--- src/rtl/ss_pkg.sv ---
// Shared types and sizing helpers for the ss read-data stage and its neighbours.
package ss_pkg;

    typedef enum logic [1:0] {
        IDLE  = 2'd0,
        READ  = 2'd1,
        DRAIN = 2'd2,
        DONE  = 2'd3
    } ss_rd_state_e;

    // Two spare slots beyond the read latency keep issue running while the head waits for ready.
    function automatic int fifo_depth(input int rd_lat);
        return rd_lat + 2;
    endfunction

endpackage

--- src/rtl/ss_sync_fifo.sv ---
// Small show-ahead synchronous FIFO with occupancy count; reusable by other pipeline stages.
module ss_sync_fifo #(
    parameter int WIDTH = 8,
    parameter int DEPTH = 3
) (
    input  logic                           i_clk,
    input  logic                           i_rst,
    input  logic                           i_push,
    input  logic [WIDTH-1:0]               i_wdata,
    input  logic                           i_pop,
    output logic [WIDTH-1:0]               o_rdata,
    output logic                           o_full,
    output logic                           o_empty,
    output logic [$clog2(DEPTH+1)-1:0]     o_count
);

    localparam int CNT_W = $clog2(DEPTH + 1);
    localparam int PTR_W = (DEPTH > 1) ? $clog2(DEPTH) : 1;

    logic [WIDTH-1:0] mem_r [DEPTH];
    logic [PTR_W-1:0] wr_ptr_r;
    logic [PTR_W-1:0] rd_ptr_r;
    logic [CNT_W-1:0] count_r;
    logic             push_ok_s;
    logic             pop_ok_s;

    function automatic logic [PTR_W-1:0] next_ptr(input logic [PTR_W-1:0] p);
        return (p == PTR_W'(DEPTH - 1)) ? {PTR_W{1'b0}} : p + PTR_W'(1);
    endfunction

    assign o_full    = (count_r == CNT_W'(DEPTH));
    assign o_empty   = (count_r == {CNT_W{1'b0}});
    assign o_count   = count_r;
    assign push_ok_s = i_push & ~o_full;
    assign pop_ok_s  = i_pop & ~o_empty;

    // Head is forced to zero when empty so no stale word is ever presented.
    always_comb begin
        if (o_empty) begin
            o_rdata = {WIDTH{1'b0}};
        end else begin
            o_rdata = mem_r[rd_ptr_r];
        end
    end

    // Storage array; flushed on reset.
    always_ff @(posedge i_clk) begin
        if (i_rst) begin
            for (int i = 0; i < DEPTH; i++) begin
                mem_r[i] <= {WIDTH{1'b0}};
            end
        end else if (push_ok_s) begin
            mem_r[wr_ptr_r] <= i_wdata;
        end
    end

    // Pointers and occupancy.
    always_ff @(posedge i_clk) begin
        if (i_rst) begin
            wr_ptr_r <= {PTR_W{1'b0}};
            rd_ptr_r <= {PTR_W{1'b0}};
            count_r  <= {CNT_W{1'b0}};
        end else begin
            if (push_ok_s) wr_ptr_r <= next_ptr(wr_ptr_r);
            if (pop_ok_s)  rd_ptr_r <= next_ptr(rd_ptr_r);
            case ({push_ok_s, pop_ok_s})
                2'b10:   count_r <= count_r + CNT_W'(1);
                2'b01:   count_r <= count_r - CNT_W'(1);
                default: count_r <= count_r;
            endcase
        end
    end

    ss_sync_fifo_chk u_chk (
        .i_clk  (i_clk),
        .i_rst  (i_rst),
        .i_push (i_push),
        .i_full (o_full)
    );

endmodule

--- src/rtl/ss_sync_fifo_chk.sv ---
// Property checker for ss_sync_fifo: a push must never land on a full FIFO.
module ss_sync_fifo_chk (
    input logic i_clk,
    input logic i_rst,
    input logic i_push,
    input logic i_full
);

    a_no_overflow: assert property (@(posedge i_clk) disable iff (i_rst) !(i_push && i_full));

endmodule

--- src/rtl/ss_read_data.sv ---
// Reads RAM range [si..ei] after a start edge and streams it out on valid/ready,
// using credits so the output FIFO can absorb both read latency and backpressure.
module ss_read_data
    import ss_pkg::*;
#(
    parameter int SIZE_ADDR = 6,
    parameter int SIZE_DATA = 8,
    parameter int RD_LAT    = 1
) (
    input  logic                 i_clk,
    input  logic                 i_rst,
    input  logic                 i_start_read_data,
    input  logic [SIZE_ADDR-1:0] i_si_ram,
    input  logic [SIZE_ADDR-1:0] i_ei_ram,
    output logic                 o_re_ram,
    output logic [SIZE_ADDR-1:0] o_addr_ram,
    input  logic [SIZE_DATA-1:0] i_data_ram,
    output logic                 o_data_valid,
    input  logic                 i_data_ready,
    output logic [SIZE_DATA-1:0] o_data,
    output logic                 o_busy,
    output logic                 o_done_read_data
);

    localparam int FIFO_DEPTH = fifo_depth(RD_LAT);
    localparam int CNT_W      = $clog2(FIFO_DEPTH + 1);
    localparam int LEN_W      = SIZE_ADDR + 1;

    ss_rd_state_e         state_r;
    ss_rd_state_e         state_nxt_s;
    logic                 start_q_r;
    logic                 start_edge_s;
    logic [SIZE_ADDR-1:0] addr_r;
    logic [LEN_W-1:0]     issue_cnt_r;
    logic [LEN_W-1:0]     len_s;
    logic [RD_LAT-1:0]    vld_sr_r;
    logic [CNT_W-1:0]     inflight_s;
    logic [CNT_W-1:0]     fifo_count_s;
    logic                 credit_ok_s;
    logic                 re_s;
    logic                 pop_s;
    logic                 fifo_empty_s;
    logic                 fifo_full_s;

    assign start_edge_s = i_start_read_data & ~start_q_r;
    // Subtraction is self-determined at address width, giving the wrap-around length.
    assign len_s        = {1'b0, (i_ei_ram - i_si_ram)} + LEN_W'(1);
    assign pop_s        = ~fifo_empty_s & i_data_ready;

    // Words in flight and buffered together must fit the FIFO; a same-cycle pop is not credited.
    always_comb begin
        inflight_s = {CNT_W{1'b0}};
        for (int i = 0; i < RD_LAT; i++) begin
            inflight_s = inflight_s + CNT_W'(vld_sr_r[i]);
        end
        credit_ok_s = (({1'b0, inflight_s} + {1'b0, fifo_count_s}) < (CNT_W + 1)'(FIFO_DEPTH));
        if (state_r == READ) begin
            re_s = credit_ok_s;
        end else begin
            re_s = 1'b0;
        end
    end

    // Next-state logic.
    always_comb begin
        state_nxt_s = state_r;
        case (state_r)
            IDLE: begin
                if (start_edge_s) state_nxt_s = READ;
                else              state_nxt_s = IDLE;
            end
            READ: begin
                if (re_s && (issue_cnt_r == LEN_W'(1))) state_nxt_s = DRAIN;
                else                                    state_nxt_s = READ;
            end
            DRAIN: begin
                if ((inflight_s == {CNT_W{1'b0}}) &&
                    ((fifo_count_s == {CNT_W{1'b0}}) || ((fifo_count_s == CNT_W'(1)) && pop_s)))
                    state_nxt_s = DONE;
                else
                    state_nxt_s = DRAIN;
            end
            DONE:    state_nxt_s = IDLE;
            default: state_nxt_s = IDLE;
        endcase
    end

    // State, start-edge flop, address/issue counters and read-latency tracker.
    always_ff @(posedge i_clk) begin
        if (i_rst) begin
            state_r     <= IDLE;
            start_q_r   <= 1'b0;
            addr_r      <= {SIZE_ADDR{1'b0}};
            issue_cnt_r <= {LEN_W{1'b0}};
            vld_sr_r    <= {RD_LAT{1'b0}};
        end else begin
            state_r     <= state_nxt_s;
            start_q_r   <= i_start_read_data;
            vld_sr_r[0] <= re_s;
            for (int i = 1; i < RD_LAT; i++) begin
                vld_sr_r[i] <= vld_sr_r[i-1];
            end
            if ((state_r == IDLE) && start_edge_s) begin
                addr_r      <= i_si_ram;
                issue_cnt_r <= len_s;
            end else if (re_s) begin
                addr_r      <= addr_r + SIZE_ADDR'(1);
                issue_cnt_r <= issue_cnt_r - LEN_W'(1);
            end
        end
    end

    ss_sync_fifo #(
        .WIDTH (SIZE_DATA),
        .DEPTH (FIFO_DEPTH)
    ) u_fifo (
        .i_clk   (i_clk),
        .i_rst   (i_rst),
        .i_push  (vld_sr_r[RD_LAT-1]),
        .i_wdata (i_data_ram),
        .i_pop   (pop_s),
        .o_rdata (o_data),
        .o_full  (fifo_full_s),
        .o_empty (fifo_empty_s),
        .o_count (fifo_count_s)
    );

    assign o_re_ram         = re_s;
    assign o_addr_ram       = addr_r;
    assign o_data_valid     = ~fifo_empty_s;
    assign o_busy           = (state_r != IDLE);
    assign o_done_read_data = (state_r == DONE);

endmodule
--- config.mk ---
export PLATFORM = sky130hd
export DESIGN_NAME = ss_read_data
export DESIGN_NICKNAME = d
export VERILOG_FILES = /design/src/rtl/ss_pkg.sv /design/src/rtl/ss_sync_fifo.sv /design/src/rtl/ss_sync_fifo_chk.sv /design/src/rtl/ss_read_data.sv
export SDC_FILE = /design/constraint.sdc
export NUM_CORES = 1
export LEC_CHECK = 0
export ABC_AREA = 1
export BUFFER_PORTS_ARGS = -buffer_cell sky130_fd_sc_hd__buf_2
export CORE_MARGIN = 8
export CORE_UTILIZATION = 30
export CTS_BUF_LIST = sky130_fd_sc_hd__clkbuf_4 sky130_fd_sc_hd__clkbuf_8
export CTS_CLUSTER_SIZE = 16
export DETAILED_ROUTE_END_ITERATION = 8
export GPL_ROUTABILITY_DRIVEN = 0
export SYNTH_ARGS = -nofsm -noshare
export SYNTH_HDL_FRONTEND = slang
export SYNTH_SLANG_ARGS = --single-unit
--- constraint.sdc ---
create_clock -name i_clk -period 5.8 [get_ports i_clk]
set_input_delay 0.58 -clock i_clk [delete_from_list [all_inputs] [get_ports i_clk]]
set_output_delay 0.58 -clock i_clk [all_outputs]
set_load 0.1 [all_outputs]
=== Word level (Yosys, flattened, before mapping) ===
Memories as Yosys holds them, arrays and structs flattened. A register that Yosys moved wholly into a read port is not among the register bits.
Index checks and enable logic that the tools add are counted.

* $add $sub $neg: 9
* $lt $le $gt $ge: 1
* Eq/ne operators: 10
* Mux-type cells: 23
* Bitwise operators: 7
* Reductions and logical operators: 12

{| class="wikitable"
|+ Operators with widths
! cell !! number
|-
| 8-bit 2-to-1 mux || 2
|-
| 7-bit 2-to-1 mux || 2
|-
| 2-bit == test, second input constant || 6
|-
| 2-bit 2-to-1 mux || 6
|-
| 6-bit 2-to-1 mux || 2
|-
| 1-bit 2-to-1 mux || 9
|-
| 2-bit case mux with 4 select lines || 1
|-
| 8-bit OR reduction || 1
|-
| 6-bit by 1-bit adder with 7-bit output, second input constant || 1
|-
| 7-bit by 1-bit == test with 1-bit output, second input constant || 1
|-
| 7-bit by 1-bit subtractor with 7-bit output, second input constant || 1
|-
| 2-bit by 1-bit adder with 2-bit output, second input constant || 3
|-
| 6-bit by 1-bit adder with 6-bit output, second input constant || 1
|-
| 2-bit by 1-bit == test with 1-bit output, second input constant || 3
|-
| 2-bit zero test || 3
|-
| 2-bit nonzero test || 3
|-
| 6-bit subtractor || 1
|-
| 1-bit AND || 4
|-
| 1-bit logical AND || 4
|-
| 2-bit case mux with 2 select lines || 1
|-
| 1-bit by 2-bit adder with 3-bit output || 1
|-
| 3-bit by 2-bit < comparator with 1-bit output, second input constant || 1
|-
| 1-bit NOT || 3
|-
| 2-bit by 1-bit subtractor with 2-bit output, second input constant || 1
|-
| 1-bit logical OR || 1
|}

* Register bits after elaboration: 23
* Bits in writable memories: 24
* Input port bits: 24
* Output and inout bits: 18
* Logic and storage cells: 71
* Memories kept: 1

{| class="wikitable"
|+ Memories
! memory !! words !! width !! rd ports !! clocked after memory_dff !! write ports !! line !! text
|-
| u_fifo.mem_r || 3 || 8 || 1 || 1 || 3 || ss_sync_fifo.sv:20 || <nowiki>logic [WIDTH-1:0] mem_r [DEPTH];</nowiki>
|}

=== Depth between registers and ports, before layout ===
Gate-level depths: netlist (run 1).

* Depth in word-level cells: 8
* Gate-level depth with buffers: 13
* Gate-level depth less buffers: 13

=== Cells and area by module ===
Synthesis (run 1) repeated with hierarchy kept, for this count alone.

* Cell total of the unflattened synthesis: 410
* Area total of the unflattened synthesis: 3,216.8 um^2

{| class="wikitable"
|+ Modules (own cells, without submodules)
! module !! times used !! cells an instance !! area each (um^2) !! sequential area each (um^2)
|-
| ss_sync_fifo || 1 || 207 || 1,881.8 || 1,121.1
|-
| ss_read_data || 1 || 203 || 1,335.0 || 340.3
|}

=== Worst setup path after synthesis (run 1) ===
OpenSTA, ideal clock, no wires.

* Kind: reg2out
* Start: register with a tool-made name
* End: output o_data[0]
* Arrival: 2.340 ns
* Required time: 5.220 ns
* Path slack: 2.880 ns
* Stages on the path, launching flop included: 6
* Buffers on the path: 1
* Cells stage by stage: dfxtp_1 -> clkbuf_1 -> inv_1 -> nor2_1 -> o21ai_0 -> a21oi_1

{| class="wikitable"
|+ RTL lines
! what !! line !! text
|-
| end: declaration || ss_read_data.sv:20 || <nowiki>output logic [SIZE_DATA-1:0] o_data,</nowiki>
|}

=== Worst setup path after layout (run 1) ===
* Start: register u_fifo.count_r[0], in the netlist u_fifo.o_count[0]
* End: output o_re_ram

* Longest elaborated chain between the ends: 3

{| class="wikitable"
|+ Ends and longest elaborated chain
! what !! line !! text
|-
| start: declaration || ss_sync_fifo.sv:23 || <nowiki>logic [CNT_W-1:0] count_r;</nowiki>
|-
| start signal: assignment || ss_sync_fifo.sv:62 || <nowiki>count_r <= {CNT_W{1'b0}};</nowiki>
|-
| start signal: assignment || ss_sync_fifo.sv:67 || <nowiki>2'b10: count_r <= count_r + CNT_W'(1);</nowiki>
|-
| start signal: assignment || ss_sync_fifo.sv:68 || <nowiki>2'b01: count_r <= count_r - CNT_W'(1);</nowiki>
|-
| 1-bit by 2-bit adder with 3-bit output || ss_read_data.sv:56 || <nowiki>credit_ok_s = (({1'b0, inflight_s} + {1'b0, fifo_count_s}) < (CNT_W + 1)'(FIFO_DEPTH));</nowiki>
|-
| 3-bit by 2-bit < comparator with 1-bit output || ss_read_data.sv:56 ||
|-
| 1-bit 2-to-1 mux || ss_read_data.sv:57 || <nowiki>if (state_r == READ) begin</nowiki>
|-
| end: declaration || ss_read_data.sv:15 || <nowiki>output logic o_re_ram,</nowiki>
|}

Every way passes these cells.

==> results of run 1 <==
registers in the layout, indices dropped and copies added, names as in the netlist, 2 cells and up, named ones only:
signal           flops
u_fifo.wr_ptr_r      2
u_fifo.o_count       2
o_addr_ram           6
u_fifo.rd_ptr_r      2
issue_cnt_r          7
u_fifo.mem_r        32
worst max-delay path, cell delays in order, from the launching register on:
cell	delay [ns]
dfxtp_1	0.36
ha_1	0.21
ha_1	0.26
nand2_1	0.10
nand4_4	0.14
inv_2	0.18
buf_2	0.46
stage by stage:
stage	hold WS (ns)	cells	total power, uW	util
final	0.444	567	1440	0.358
after global routing	0.421	567	1530	0.358
after CTS	0.422	567	1460	0.358
after detailed placement	0.493	552	1060	0.338
after global placement	0.482	552	1060	0.338
after floorplan	0.460	383	961	-
routing by layer:
| metal | GRT usage | up-vias |
|---|---|---|
| met5 | 0 | - |
| met4 | 0.0243 | 0 |
| met3 | 0.0345 | 4 |
| met2 | 0.180 | 52 |
| met1 | 0.119 | 1149 |
| li1 | - | 1329 |
path summary, 6_finish.rpt:
path	to	slack, ns
worst max register to register	u_fifo.mem_r[1][5]$_SDFFCE_PN0P_	3.78
worst max-delay path	o_re_ram	3.18
worst min register to register	register	0.51
worst min-delay path	u_fifo.mem_r[3][6]$_DFFE_PP_	0.44
cell families (layout without fill, tap and decap cells):
family / Yosys count / count (layout) / share of synthesized area
AOI/OAI and AO/OA: 60 / 60 / 0.105
xor gates and xnor gates: 11 / 11 / 0.0313
and+or+nand+nor: 172 / 172 / 0.238
adders and majority gates: 16 / 16 / 0.0675
DFF: 57 / 57 / 0.475
buffers and inverters: 67 / 115 / 0.0837
cell type report:
class                   instances  area [um^2]
repair buffers                 42          213
inverters                      58          218
clock inverters                 6         83.8
fillers                      1075         6510
clock buffers                   9          124
multi-input cells             259         1360
flip-flops and latches         57         1460
well taps                     136          170
cell usage in the layout, fill, tap and decap left out, drive strengths merged:
cell and instances:
or2 4, ha 15, xor2 11, clkbuf 9
clkinv 5, nand3 19, o22ai 2, fa 1
nor4 1, edfxtp 32, nand2 66, inv 57
dfxtp 25, a31oi 6, a211oi 2, nand4 4
o211a 1, o221ai 1, bufinv 2, nor3 2
a21oi 21, buf 42, nor2 76, o21ai 27
where the power goes:
part / leakage, uW / internal [uW] / switching, uW
clock: 0.000109 / 238 / 155
combinational: 0.00105 / 124 / 419
sequential: 0.000526 / 464 / 42.1
==> flow_summary.toml, run 1 <==
[outcome]
outcome = "finished, final reports clean"

[critical_path]
cp-end-kind = "primary output"
r2r-start = "u_fifo.o_count[0]$_SDFFE_PP0P_"
startpoint_type = "register"
crit_path_start = "u_fifo.o_count[0]$_SDFFE_PP0P_"
cp_data_arrival_time_ns = 2.04
setup.worst_path.class = "reg -> out"
worstPathMaxFanout = 10
reg2regPathDepth = 6
worst_ep_required_time_ns = 5.22

[detailed_routing]
highest_layer = "met4"
wl_met2_mm = 3.41
wl_met3_um = 277
drtAntennaViolNets = 0
routedWlPerCell_um = 12.2
routed_via_density = 4.47
drtPass1Iterations = 4
wl_mm = 6.91
via_count = 2534
route.detailed.drc = 0
wl_met1_mm = 3.18
drtIter0Drc = 156

[clock_tree]
cts_sinks = 57
cts_tree = "built"
clkTransAtPathRegs_ns = 0.06
cts_max_path_buffers = 2
clk_latency_ns = 0.33
cts_max_level = 3
cts-hold-fix-buffers = 0
post_cts_buffers = 0
cts_root_buffer = "clkbuf_8"
cts-resized-gates = 0
cts_buffers = 9

[power]
peakVddDrop_mv = 0.182
powerDensity_nw_per_um2 = 397
leakage_uw = 0.00168

[floorplanning]
fp.coreArea_um2 = 10100
start_util = 0.304
dieWidth_um = 117
dieHeight_um = 117
row_count = 37
die_area_um2 = 13800
ios = 42

[synthesis]
synth_edf_count = 32
synth.cell_area_um2 = 3080
synth_top_area_share = 0.312
synth.largest_area_cell = "edfxtp_1"
netlist_top_cells_area = "edfxtp_1 (31%), dfxtp_1 (16%), nor2_1 (9.1%)"
syn_inst = 383
synth_cell_types = 29
synth-seq-area-share = 0.475
synth_most_common_cell = "nor2_1"
synthTopCellsByCount = "nor2_1 (75), nand2_1 (64), inv_1 (55)"
async_flop_share = 0
yosys_warnings = 0
synth-seq-cells = 57
syn-num-nets = 423
synth_top_flop_cell = "edfxtp_1"
avgSynthCellArea_um2 = 8.04

[timing]
relSlewSlack = 0.612
setup_ws_ns = 3.18
hold_violations = 0
worstMarginPinSlew_ns = 0.581
setup_viol = 0
grt_setup_unrepaired = "no"
fmax_mhz = 381
setup-tns-final_ns = 0
post-route-period-util = 0.452
finalClockSkew_ns = 0.00468
period_needed_ns = 2.62
drv_slew = 0

[layout]
area_delta_synth_final_pct = 17.9
drive_gt1_frac = 0.158
nets = 467
antenna_cells = 0
postLayoutCellArea_um2 = 3630

[placement]
dp_worst_setup_slack_ns = 3.50
dp_hpwl_mm = 5.16
numPortBuffers = 41
placed_area_um2 = 3420

[global_routing]
gr-usage-all-layers = 0.103
grt_max_degree = 18
grt_pass1_vias = 2627
antenna_found_initial = 0
globalRouteOverflowTotal = 0
grt_first_pass_wirelength_mm = 11.8

[hold_path]
min_from = "i_data_ram[6]"
hold_depth = 1
min_path_type = "in -> reg"

[flow_run]
max_cap_violations = 0
Note: power is estimated with default switching activity, not from simulation.
==> run 2, diff against run 1 <==
--- a/config.mk
+++ b/config.mk
@@ -5,7 +5,7 @@
 export SDC_FILE = /design/constraint.sdc
 export NUM_CORES = 1
 export LEC_CHECK = 0
-export ABC_AREA = 1
+export ABC_AREA = 0
 export BUFFER_PORTS_ARGS = -buffer_cell sky130_fd_sc_hd__buf_2
 export CORE_MARGIN = 8
 export CORE_UTILIZATION = 30
==> constraint.sdc (replaced) <==
create_clock -name i_clk -period 2.7 [get_ports i_clk]
set_input_delay 0.27 -clock i_clk [delete_from_list [all_inputs] [get_ports i_clk]]
set_output_delay 0.27 -clock i_clk [all_outputs]
set_load 0.1 [all_outputs]
==> run 2 against run 1 <==
Cell count is 20% lower. Sequential share of layout area is 1.2 points higher. Synthesized cell count is 30% lower. Die area is 2.5% lower. Total power is 96% higher. Non-clock buffer count is 4 higher. Via count is 16% lower. Cell area is 2.8% lower. Synthesized area is 2.9% lower. Largest power group is now sequential cells. Highest routed layer unchanged.
==> flow_summary.toml, run 2 <==
[hold_path]
min_from = "i_data_ram[2]"
hold_path_end = "u_fifo.mem_r[3][2]$_DFFE_PP_"
min_path_type = "in -> reg"
hold_depth = 1

[critical_path]
worstPathMaxFanout = 13
r2r_slack_ns = 0.45
cp_data_arrival_time_ns = 2.29
r2r-end = "o_addr_ram[2]$_SDFFE_PP0P_"
crit_path_start = "u_fifo.o_count[0]$_SDFFE_PP0P_"
r2r-start = "u_fifo.o_count[0]$_SDFFE_PP0P_"
reg2regPathDepth = 8
cp-end-kind = "primary output"
worst_ep_required_time_ns = 2.43
setup.worst_path.class = "reg -> out"
startpoint_type = "register"

[global_routing]
grt_util_met3 = 0.0375
grt_max_degree = 31
gr-usage-all-layers = 0.0994
met2_usage = 0.173
grt_first_pass_wirelength_mm = 10.4
globalRouteOverflowTotal = 0
gr-usage-met1 = 0.111
top_usage_layer = "met2"
antenna_found_initial = 0
grt_pass1_vias = 2159

[floorplanning]
dieHeight_um = 116
ios = 42
row_count = 36
dieWidth_um = 116
start_util = 0.307
die_area_um2 = 13400
fp.coreArea_um2 = 9730

[layout]
multiInputGateArea_um2 = 1410
antenna_cells = 0
seqCellArea_um2 = 1460
drive_gt1_frac = 0.264
nets = 357
largest_reg_flops = 32
regMostFlops = "u_fifo.mem_r"
area_delta_synth_final_pct = 18.0
post-route-util = 0.363
fillers = 1018
final_common_cell = "buf_2"
stdcell_count = 455
layout_common_cells = "buf_2 (41), and2_1 (35), edfxtp_1 (32)"

[outcome]
outcome = "finished, final reports clean"

[timing]
setup-tns-final_ns = 0
worstMarginPinSlew_ns = 0.598
hold_violations = 0
finalClockSkew_ns = 0.00665
post-route-period-util = 0.950
fmax_mhz = 390
relSlewSlack = 0.602
grt_setup_unrepaired = "no"
period_needed_ns = 2.56
whs_ns = 0.139
drv_slew = 0
setup_ws_ns = 0.135
setup_viol = 0

[detailed_routing]
via_count = 2122
route.detailed.drc = 0
routedWlPerCell_um = 13.8
drtIter0Drc = 109
drtPass1Iterations = 4
drtAntennaViolNets = 0
routed_via_density = 4.66
wl_mm = 6.27

[synthesis]
syn_inst = 270
synth_top_area_share = 0.321
synth.largest_area_cell = "edfxtp_1"
synth_edf_count = 32
avgSynthCellArea_um2 = 11.1
async_flop_share = 0
synth-seq-area-share = 0.489
synth-seq-cells = 57
synth_most_common_cell = "and2_1"
synth_cell_types = 46
yosys_warnings = 0
synthTopCellsByCount = "and2_1 (35), edfxtp_1 (32), nor2_1 (27)"
netlist_top_cells_area = "edfxtp_1 (32%), dfxtp_1 (17%), and2_1 (7.3%)"
syn-num-nets = 310
synth.cell_area_um2 = 2990
synth_top_flop_cell = "edfxtp_1"

[placement]
dp_hpwl_mm = 4.64
dp.cells = 439
numPortBuffers = 41
dp_worst_setup_slack_ns = 0.457

[power]
p_int_uw = 1690
powerDensity_nw_per_um2 = 802
peakVddDrop_mv = 0.335
comb_power_share = 0.347
leakage_uw = 0.00142
switching_share = 0.402
switching_power_uw = 1140
p_seq_frac = 0.379
power.share.clock = 0.274

[clock_tree]
cts_buffers = 9
post_cts_buffers = 0
cts_max_path_buffers = 2
clkTransAtPathRegs_ns = 0.07
cts_root_buffer = "clkbuf_8"
cts_tree = "built"
cts_sinks = 57
cts-resized-gates = 0
clk_latency_ns = 0.33
cts-hold-fix-buffers = 0
cts_max_level = 3

[flow_run]
max_cap_violations = 0
==> run 2: cell types whose count changed in the layout (fill, tap and decap cells not counted), sizes merged, moves of 7 or more <==
cell   before  now
a21oi      21   13
nand2      66   11
mux4        0    8
nor3        2    9
and2        0   35
inv        57   15
nand3      19    3
o21ai      27    8
nor2       76   27
==> run 2: area by class of cell <==
| class | count | share of cell area |
|---|---|---|
| Clock buffer | 9 | 0.0351 |
| Clock inverter | 7 | 0.0202 |
| Inverter | 15 | 0.0160 |
| Multi-Input combinational cell | 188 | 0.399 |
| Sequential cell | 57 | 0.414 |
| Tap cell | 133 | 0.0472 |
| Timing Repair Buffer | 46 | 0.0688 |
==> run 2: power by group through the flow <==
stage,Sequential [uW],Clock (uW),Combinational (uW)
finish,1070,775,981
global route,1090,840,1070
CTS,1080,791,994
detailed placement,1090,0,989
global placement,1090,0,982
floorplan,1110,0,801
==> run 2: worst max path at each step <==
stage	slack (ns)	cells past startpoint	end
final	0.14	5	o_re_ram
after CTS	0.11	5	o_re_ram
after global placement	0.53	5	o_re_ram
after detailed placement	0.46	8	o_addr_ram[2]$_SDFFE_PP0P_
after global routing	0.003	5	o_re_ram
after floorplan	0.24	4	o_data[0]
==> run 2: layer usage <==
layer | vias to the layer above | share of wire
met3 | 8 | 0.061
met2 | 53 | 0.49
li1 | 1054 | -
met1 | 1007 | 0.44
met4 | 0 | 0.011
met5 | - | 0
==> run 2: logic make-up after synthesis <==
logic type | after synthesis | share of synthesized area
simple gates | 111 | 0.209
flops | 57 | 0.489
compound gates | 39 | 0.0908
buf+inv | 25 | 0.0406
fa+ha+maj | 16 | 0.0695
xor+xnor | 14 | 0.0410
mux | 8 | 0.0603
==> run 2: through the flow <==
step | total power (uW) | area (um^2)
global placement | 2070 | 3330
finish | 2830 | 3530
detailed placement | 2080 | 3330
global route | 2990 | 3530
floorplan | 1910 | 2990
CTS | 2860 | 3530
==> run 2: critical path: stages (launching register included) <==
cell     delay, ns
dfxtp_1       0.36
ha_1          0.22
ha_1          0.26
a211o_1       0.41
inv_2         0.24
buf_2         0.47
==> run 3, diff against run 2 <==
--- a/config.mk
+++ b/config.mk
@@ -13,6 +13,7 @@
 export CTS_CLUSTER_SIZE = 16
 export DETAILED_ROUTE_END_ITERATION = 8
 export GPL_ROUTABILITY_DRIVEN = 0
+export GPL_TIMING_DRIVEN = 0
 export SYNTH_ARGS = -nofsm -noshare
 export SYNTH_HDL_FRONTEND = slang
 export SYNTH_SLANG_ARGS = --single-unit
==> run 3 against run 2 <==
Wire length grew 2.0%. Maximum frequency grew 4.4%. Cell area grew 1.6%. Clock power grew 13%. Critical path depth grew 1. Die area is the same. Count of clock-buffer cells in the layout is the same. Flip-flop and latch count is the same. Non-clock buffer count grew 5. First-iteration DRC count shrank 37%. Worst hold slack gained 0.0014 ns. Highest routed layer unchanged. Critical endpoint unchanged.
==> flow_summary.toml, run 3 (same netlist as run 2, synthesis figures left out) <==
[layout]
post-route-util = 0.369
largest_reg_flops = 32
drive_gt1_frac = 0.263
regMostFlops = "u_fifo.mem_r"
final_common_cell = "buf_2"
fillers = 995
stdcell_count = 460
multiInputGateArea_um2 = 1410
antenna_cells = 0
nets = 362
layout_common_cells = "buf_2 (42), and2_1 (35), edfxtp_1 (32)"
area_delta_synth_final_pct = 20.0
seqCellArea_um2 = 1460

[clock_tree]
cts_root_buffer = "clkbuf_8"
cts_max_path_buffers = 2
cts_max_level = 3
clkTransAtPathRegs_ns = 0.07
post_cts_buffers = 0
clk_latency_ns = 0.34
cts_buffers = 9
cts_tree = "built"
cts_sinks = 57

[critical_path]
setup.worst_path.class = "reg -> out"
cp.buffers_inverters = 3
worst_ep_required_time_ns = 2.43
startpoint_type = "register"
worstPathMaxFanout = 10
cp_top_family = "buffers and inverters"
r2r_slack_ns = 0.39
cp_cell_sequence = "ha_1, ha_1, a211o_1, inv_2, buf_6, buf_2"
cp-end-kind = "primary output"
cp_data_arrival_time_ns = 2.19
critPathMostFrequentCell = "ha_1"
slowest_delay_ns = 0.43
slowest_stage = "buf_2"

[timing]
setup-tns-final_ns = 0
post-route-period-util = 0.909
relSlewSlack = 0.177
grt_setup_unrepaired = "no"
whs_ns = 0.140
finalClockSkew_ns = 0.00633
worstMarginPinSlew_ns = 1.23
drv_slew = 0
period_needed_ns = 2.46
fmax_mhz = 407
setup_viol = 0
hold_violations = 0

[placement]
dp.cells = 444
dp_hpwl_mm = 4.73
numPortBuffers = 41

[power]
switching_power_uw = 1150
p_seq_frac = 0.355
peakVddDrop_mv = 0.375
powerDensity_nw_per_um2 = 824
p_int_uw = 1800
switching_share = 0.390
comb_power_share = 0.349
power.share.clock = 0.296
leakage_uw = 0.00145

[detailed_routing]
via_count = 2102
routedWlPerCell_um = 13.9
wl_mm = 6.39
drtPass1Iterations = 6
routed_via_density = 4.57
drtIter0Drc = 69
drtAntennaViolNets = 0
route.detailed.drc = 0

[global_routing]
gr-usage-all-layers = 0.104
globalRouteOverflowTotal = 0
grt_max_degree = 12
grt_pass1_vias = 2164
antenna_found_initial = 0
grt_first_pass_wirelength_mm = 10.6

[floorplanning]
row_count = 36
ios = 42
die_area_um2 = 13400
dieHeight_um = 116
fp.coreArea_um2 = 9730
start_util = 0.307
dieWidth_um = 116

[flow_run]
max_cap_violations = 0

[hold_path]
min_path_type = "in -> reg"

[outcome]
outcome = "finished, final reports clean"
-- run 3: cell count changes in the layout (fill, tap and decap cells not counted), sizes merged --
cell      change
bufinv        +1
buf           +1
clkbuf        +4
clkinvlp      -1
-- run 3: repair_timing --
action | CTS | global route
hold buffers | 0 | 0
gates resized for setup | 1 | 0
setup endpoints to repair | 8 | 0
-- run 3: power groups by stage --
stage / clock network, uW / logic [uW] / registers (uW)
final: 875 / 1030 / 1050
after global routing: 938 / 1120 / 1060
after CTS: 902 / 1050 / 1050
after detailed placement: 0 / 1040 / 1070
after global placement: 0 / 1030 / 1060
after floorplan: 0 / 801 / 1110
-- run 3: path summary, 6_finish.rpt --
kind | from | endpoint | cells after the start
worst max-delay path | u_fifo.o_count[0]$_SDFFE_PP0P_ | o_re_ram | 6
worst min-delay path | i_data_ram[2] | u_fifo.mem_r[3][2]$_DFFE_PP_ | 1
worst max register to register | u_fifo.o_count[0]$_SDFFE_PP0P_ | u_fifo.mem_r[2][5]$_SDFFCE_PN0P_ | 5
worst min register to register | u_fifo.rd_ptr_r[1]$_SDFFE_PP0P_ | u_fifo.rd_ptr_r[1]$_SDFFE_PP0P_ | 2
-- run 3: layer usage --
metal | GRT usage | part of all wire | vias up
li1 | - | - | 1067
met1 | 0.124 | 0.46 | 969
met2 | 0.164 | 0.45 | 57
met3 | 0.0370 | 0.061 | 9
met4 | 0.0475 | 0.021 | 0
met5 | 0 | 0 | -
-- run 3: through the flow --
stage	power (uW)	instance area (um^2)	setup WS (ns)
floorplan	1910	2990	0.244
global placement	2090	3360	-0.0152
detailed placement	2110	3360	-0.0571
CTS	3000	3590	0.219
global route	3110	3590	0.109
finish	2950	3590	0.244
-- run 3: layout make-up --
cell class                      count  share of cell area
Clock inverter                      7              0.0265
Multi-Input combinational cell    188               0.394
Inverter                           15              0.0157
Timing Repair Buffer               41              0.0572
Clock buffer                        9              0.0345
Tap cell                          133              0.0464
Buffer                             10              0.0181
Sequential cell                    57               0.408
